==> config.mk <==
export PLATFORM = sky130hd
export DESIGN_NAME = index_onehot_decoder
export DESIGN_NICKNAME = d
export VERILOG_FILES = /design/src/rtl/index_codec_pkg.sv /design/src/rtl/index_onehot_decoder_skid_buffer2.sv /design/src/rtl/index_onehot_decoder.sv
export SDC_FILE = /design/constraint.sdc
export NUM_CORES = 1
export LEC_CHECK = 0
export CAP_MARGIN = 20
export CORE_UTILIZATION = 40
export DETAILED_ROUTE_END_ITERATION = 6
export RECOVER_POWER = 25
export SLEW_MARGIN = 15
export SYNTH_ARGS = -nofsm -noshare
export SYNTH_HDL_FRONTEND = slang
export SYNTH_HIERARCHICAL = 1
export SYNTH_SLANG_ARGS = --single-unit
export TNS_END_PERCENT = 10
==> constraint.sdc <==
create_clock -name clk -period 3.8 [get_ports clk]
set_input_delay 0.76 -clock clk [delete_from_list [all_inputs] [get_ports clk]]
set_output_delay 0.76 -clock clk [all_outputs]
set_load 0.05 [all_outputs]
==> src/rtl/index_codec_pkg.sv <==
// Shared definitions for the index/one-hot codec link: widths, the decoded
// entry carried through the output buffer, and the buffer occupancy states.
package index_codec_pkg;

   localparam int IDX_W = 3;
   localparam int OUT_W = 8;

   // One decoded word as it sits in the buffer.
   typedef struct packed {
      logic             none;
      logic [OUT_W-1:0] onehot;
   } entry_t;

   // Buffer occupancy: nothing held, head only, head plus skid.
   typedef enum logic [1:0] {
      EMPTY = 2'd0,
      ONE   = 2'd1,
      FULL  = 2'd2
   } buf_state_t;

endpackage

==> src/rtl/index_onehot_decoder_skid_buffer2.sv <==
// skid_buffer2: generic 2-entry valid/ready buffer. The head entry drives the
// outputs directly from registers; the skid entry absorbs one extra word so
// in_ready depends only on registered occupancy, never on out_ready.
module skid_buffer2
   import index_codec_pkg::*;
#(
   parameter int W = 9
)(
   input  logic         clk,
   input  logic         rst_n,
   input  logic         in_valid,
   output logic         in_ready,
   input  logic [W-1:0] in_data,
   output logic         out_valid,
   input  logic         out_ready,
   output logic [W-1:0] out_data
);

   buf_state_t   state_reg, state_next;
   logic [W-1:0] head_reg, head_next;
   logic [W-1:0] skid_reg, skid_next;
   logic         accept;
   logic         drain;

   assign in_ready  = (state_reg != FULL);
   assign out_valid = (state_reg != EMPTY);
   assign out_data  = head_reg;
   assign accept    = in_valid & in_ready;
   assign drain     = out_valid & out_ready;

   // Occupancy and entry registers; reset discards both entries at once.
   always_ff @(posedge clk or negedge rst_n) begin
      if (!rst_n) begin
         state_reg <= EMPTY;
         head_reg  <= '0;
         skid_reg  <= '0;
      end else begin
         state_reg <= state_next;
         head_reg  <= head_next;
         skid_reg  <= skid_next;
      end
   end

   // Next occupancy and entry movement for each accept/drain combination.
   always_comb begin
      state_next = state_reg;
      head_next  = head_reg;
      skid_next  = skid_reg;
      case (state_reg)
         EMPTY: begin
            if (accept) begin
               state_next = ONE;
               head_next  = in_data;
            end
         end
         ONE: begin
            if (accept && drain) begin
               // Replace the head in place: full throughput, no bubble.
               head_next = in_data;
            end else if (accept) begin
               state_next = FULL;
               skid_next  = in_data;
            end else if (drain) begin
               state_next = EMPTY;
            end
         end
         FULL: begin
            if (drain) begin
               state_next = ONE;
               head_next  = skid_reg;
            end
         end
         default: begin
            state_next = EMPTY;
         end
      endcase
   end

endmodule

==> src/rtl/index_onehot_decoder.sv <==
// index_onehot_decoder: turns a priority-encoder index (plus its "none" flag)
// back into a one-hot word, buffered through a 2-entry skid buffer.
// Optional feature macro: INDEX_DECODER_CNT_EN adds saturating transfer
// counters xfer_cnt (normal words) and none_cnt (none words).
module index_onehot_decoder
   import index_codec_pkg::*;
#(
   parameter int IDX_W = index_codec_pkg::IDX_W,
   parameter int OUT_W = index_codec_pkg::OUT_W
)(
   input  logic             clk,
   input  logic             rst_n,
   input  logic             in_valid,
   output logic             in_ready,
   input  logic [IDX_W-1:0] in_idx,
   input  logic             in_none,
   output logic             out_valid,
   input  logic             out_ready,
   output logic [OUT_W-1:0] out_onehot,
   output logic             out_none
`ifdef INDEX_DECODER_CNT_EN
   ,
   output logic [15:0]      xfer_cnt,
   output logic [15:0]      none_cnt
`endif
);

   localparam int ENTRY_W = $bits(entry_t);

   // The one-hot width must cover every index exactly and match the entry type.
   generate
      if ((OUT_W != (2 ** IDX_W)) || (OUT_W != index_codec_pkg::OUT_W)) begin : g_bad_width
         $error("index_onehot_decoder: OUT_W must equal 2**IDX_W and the package OUT_W");
      end
   endgenerate

   logic [OUT_W-1:0] dec_onehot;
   entry_t           dec_entry;
   entry_t           head_entry;

   // Decode at capture time: each bit fires when the index selects it and
   // the encoder reported an active input.
   generate
      for (genvar gi = 0; gi < OUT_W; gi++) begin : g_dec
         assign dec_onehot[gi] = !in_none && (in_idx == IDX_W'(gi));
      end
   endgenerate

   // Pack the decoded word into a buffer entry.
   always_comb begin
      dec_entry        = '0;
      dec_entry.none   = in_none;
      dec_entry.onehot = dec_onehot;
   end

   skid_buffer2 #(
      .W (ENTRY_W)
   ) u_skid (
      .clk       (clk),
      .rst_n     (rst_n),
      .in_valid  (in_valid),
      .in_ready  (in_ready),
      .in_data   (dec_entry),
      .out_valid (out_valid),
      .out_ready (out_ready),
      .out_data  (head_entry)
   );

   assign out_onehot = head_entry.onehot;
   assign out_none   = head_entry.none;

`ifdef INDEX_DECODER_CNT_EN
   logic        out_fire;
   logic [15:0] xfer_cnt_reg;
   logic [15:0] none_cnt_reg;

   assign out_fire = out_valid & out_ready;

   // Saturating counts of delivered words, split by the none flag.
   always_ff @(posedge clk or negedge rst_n) begin
      if (!rst_n) begin
         xfer_cnt_reg <= '0;
         none_cnt_reg <= '0;
      end else if (out_fire) begin
         if (!out_none && (xfer_cnt_reg != 16'hFFFF)) begin
            xfer_cnt_reg <= xfer_cnt_reg + 16'd1;
         end
         if (out_none && (none_cnt_reg != 16'hFFFF)) begin
            none_cnt_reg <= none_cnt_reg + 16'd1;
         end
      end
   end

   assign xfer_cnt = xfer_cnt_reg;
   assign none_cnt = none_cnt_reg;
`endif

endmodule

# Yosys cells after proc, flatten, opt, wreduce, memory -nomap -nowiden
# Index checks and enable logic that the tools add are counted.
# totals
register_bits	20
# op_classes
reduce_logical	17
mux	10
eq_ne	15
bitwise_logic	3
# ops
operator	count
9-bit two-way mux	3
9-bit one-hot mux with 3 select lines	1
3-bit == test, second input constant	4
2-bit two-way mux	5
1-bit logical AND	9
4-bit AND reduction	2
3-bit by 2-bit == test with 1-bit output, second input constant	2
2-bit by 1-bit != test with 1-bit output, second input constant	3
2-bit one-hot mux with 3 select lines	1
2-bit != test, second input constant	2
3-bit by 1-bit == test with 1-bit output, second input constant	1
3-bit logical NOT	1
3-bit by 1-bit != test with 1-bit output, second input constant	1
3-bit AND reduction	1
3-bit nonzero test	1
1-bit AND	2
2-bit by 1-bit == test with 1-bit output, second input constant	1
2-bit == test, second input constant	1
2-bit logical NOT	1
2-bit nonzero test	1
1-bit logical NOT	1
1-bit NOT	1

# Logic depth before layout (Yosys ltp)
# logic_depth
ltp_word	6
mapped_depth	4

# Modules after synthesis
# Netlist, hierarchy kept.
# by_module_without_submodules
module	seq_area_each_um2	area_per_inst_um2	n_inst	cells_per_inst
skid_buffer2	500.5	1001.0	1	63
index_onehot_decoder	0.0	81.3	1	8

# Least setup slack after synthesis
# No wires, ideal clock.
# synth_path
path_kind	reg-to-output
start	register u_skid.state_reg[1]
end	output port in_ready
n_path_buf	1
arrival_time_ns	1.001
required_time_ns	3.040
setup_slack_ns	2.039
path_stages_with_launch	4
path_cell_list	dfrtp_1 > nor2b_4 > buf_6 > inv_1
# synth_between
elab_chain_len	1
# synth_rtl
item	line	source
start: declaration	index_onehot_decoder_skid_buffer2.sv:19	buf_state_t state_reg, state_next;
start signal: assignment	index_onehot_decoder_skid_buffer2.sv:38	state_reg <= state_next;
2-bit != test	index_onehot_decoder_skid_buffer2.sv:25	assign in_ready = (state_reg != FULL);
end: declaration	index_onehot_decoder.sv:14	output logic in_ready,
# Every way passes these cells.

# Final worst setup path
# Same ends and word-level chain as after synthesis.

==> impl_metrics.tcl <==
set metrics [dict create \
    io_pins 19 \
    nNetsFinal 100 \
    synthDistinctLibCells 21 \
    cp.arrival_ps 1970 \
    hp-class "register to register" \
    crit_required_ps 3040 \
    muxShareOfSynthArea 0.3491 \
    synth-simple-area-share 0.1341 \
    setup_violations 0 \
    synthAdderAreaFrac 0 \
    synth.area.top_cells "dfrtp_1, mux2_4, mux2_1, and4bb_2, nor2b_4" \
    yosys.area.top_type "dfrtp_1" \
    drv_slew 0 \
    design.core.area_um2 2522 \
    gr-usage-all-layers 0.1422 \
    num_rows 18 \
    seq_area_frac_synth 0.4624 \
    maxCapViolations 0 \
    synth_top_area_share 0.4624 \
    hold_slack_ps 496.1 \
    dr.pass1.iters 3 \
    rrSetupSlack_ps 2170 \
    h-tree-depth 1 \
    hold_path_end "u_skid/skid_reg[5]$_DFFE_PN0P_" \
    grt_pass1_wl_um 2898 \
    clock_tree.buffer_depth 2 \
    die-area_um2 2918 \
    slew_headroom 0.3908 \
    die_x_um 54.02 \
    placed_cells 117 \
    gp_congestion 0.7205 \
    tightest_slew_ps 910.8 \
    mostFrequentLayoutCell "dfrtp_1" \
    die_h_um 54.02 \
    syn-instance-count 71 \
    grt_overflow_total 0 \
    cts.sinks 20 \
    drcViolationCount 0 \
    rr_startpoint "u_skid/state_reg[1]$_DFFE_PN0P_" \
    grt_pass1_vias 647 \
    avgSynthCellArea_um2 15.24 \
    rsz0062_at_grt "false" \
    drt_iter0_drc 4 \
    hold_depth 1 \
    cts_tree "done" \
    clock_insertion_delay_worst_skew_ps 300 \
    io_buffers 18 \
    via_per_inst 5.306 \
    cellLeakagePower_nw 0.5967 \
    instances_no_fill 121 \
    ant_nets 0 \
    synth-seq-cells 20 \
    layout_common_cells "dfrtp_1, mux2_4, clkdlybuf4s50_1" \
    setup_ws_ps 1070 \
    path_class "register to primary output" \
    status "completed" \
    route.vias.total 642 \
    synth_compound_area_frac 0.03006 \
    cts_made_buffers 3 \
    hold_start "u_skid/skid_reg[5]$_DFFE_PN0P_" \
    end_kind "primary output" \
    cp_max_fo 11 \
    timing.final.crit_share 0.7184 \
    post-cts-setup-buffer-count 0 \
    wl_per_cell_um 14.54 \
    final-hold-violation-count 0 \
    start_kind "register" \
    clkTransAtPathRegs_ps 110 \
    n_antenna_cell 0 \
    place_ws_ps 1396 \
    fin_setup_tns_ps 0 \
    design_area_um2 1314 \
    syn_nets 79 \
    rr_endpoint "u_skid/out_data[5]$_DFFE_PN0P_" \
    area_growth_pct 21.39 \
    antenna_found_initial 0 \
    drive_gt1_frac 0.3297 \
    holdBufCountCts 0 \
    post-dp-hpwl_um 1198 \
    start_util 0.4291 \
    peakVddDrop_mv 0.2536 \
    wl_um 1759 \
    fmaxAchievable_ghz 0.3663 \
    p_per_area_nw_per_um2 434.6 \
    synth_xor_area_frac 0 \
    postPlaceCellArea_um2 1277 \
    clock-root-buffer "clkbuf_4" \
    fin_crit_ps 2730 \
    grt_max_degree 21 \
    synth_top_family_by_area "multiplexers" \
    ys_warn_count 6 \
    synthesis.area_um2 1082 \
    fin_skew_ps 0.6143 \
    cts-resized-gates 0 \
    reg2reg_depth 3 \
]
-- power breakdown --
group	internal, W	leakage (nW)	switching (W)
registers	0.000241	0.268	0.0000188
logic	0.0000845	0.307	0.000103
clock network	0.0000585	0.0210	0.0000654
-- per-layer routing --
layer / up-vias / track usage / share of wire
met3: 0 / 0.05932 / 0.051
met2: 13 / 0.2510 / 0.47
met5: - / 0 / 0
met4: 0 / 0.01282 / 0
met1: 328 / 0.1655 / 0.48
li1: 301 / - / -
-- Yosys cell counts --
cell	n
mux2_4	17
mux2i_1	1
buf_6	2
mux2_1	9
nor2b_4	2
nor4_1	1
and2_1	1
dfrtp_1	20
a21oi_1	2
nor2_1	1
o22ai_1	1
inv_1	1
nand2b_1	1
and4bb_2	3
nor2b_1	1
or2_2	1
and4b_2	1
mux2_2	1
nor4b_1	3
o21ai_4	1
nand3b_1	1
-- cells by family after synthesis --
logic type             after synthesis
AO/OA/AOI/OAI                        4
buffers and inverters                3
flip-flops                          20
multiplexers                        28
AND/OR/NAND/NOR                     16
-- worst max-delay path by stage --
stage | depth (start not counted) | from | endpoint | slack [ps]
finish | 3 | u_skid/state_reg[1]$_DFFE_PN0P_ | in_ready | 1070
global route | 3 | u_skid/state_reg[1]$_DFFE_PN0P_ | in_ready | 950
CTS | 3 | u_skid/state_reg[1]$_DFFE_PN0P_ | in_ready | 1050
detailed placement | 4 | in_valid | u_skid/skid_reg[6]$_DFFE_PN0P_ | 1400
global placement | 4 | in_valid | u_skid/skid_reg[2]$_DFFE_PN0P_ | 1410
floorplan | 3 | u_skid/state_reg[1]$_DFFE_PN0P_ | in_ready | 2040
-- per-stage QoR --
| stage | total power, W | utilization |
|---|---|---|
| 4_1_cts | 0.0005816 | 0.5208 |
| 5_1_grt | 0.0006032 | 0.5208 |
| 6_report | 0.0005710 | 0.5208 |
| 3_3_place_gp | 0.0004509 | 0.5064 |
| 3_5_place_dp | 0.0004541 | 0.5064 |
| 2_1_floorplan | 0.0003975 | - |
-- critical path: stages, from the launching register on --
cell and delay (ps):
dfrtp_1 450, nor2b_4 440, inv_1 70, clkdlybuf4s50_1 710
-- area by class of cell --
| class | instances | area [um^2] |
|---|---|---|
| Inverter | 1 | 3.754 |
| Timing Repair Buffer | 18 | 180.2 |
| Multi-Input combinational cell | 48 | 555.5 |
| Sequential cell | 20 | 500.5 |
| Fill cell | 232 | 1209 |
| Clock buffer | 4 | 36.28 |
| Tap cell | 30 | 37.54 |
Note: power is estimated with default switching activity, not from simulation.
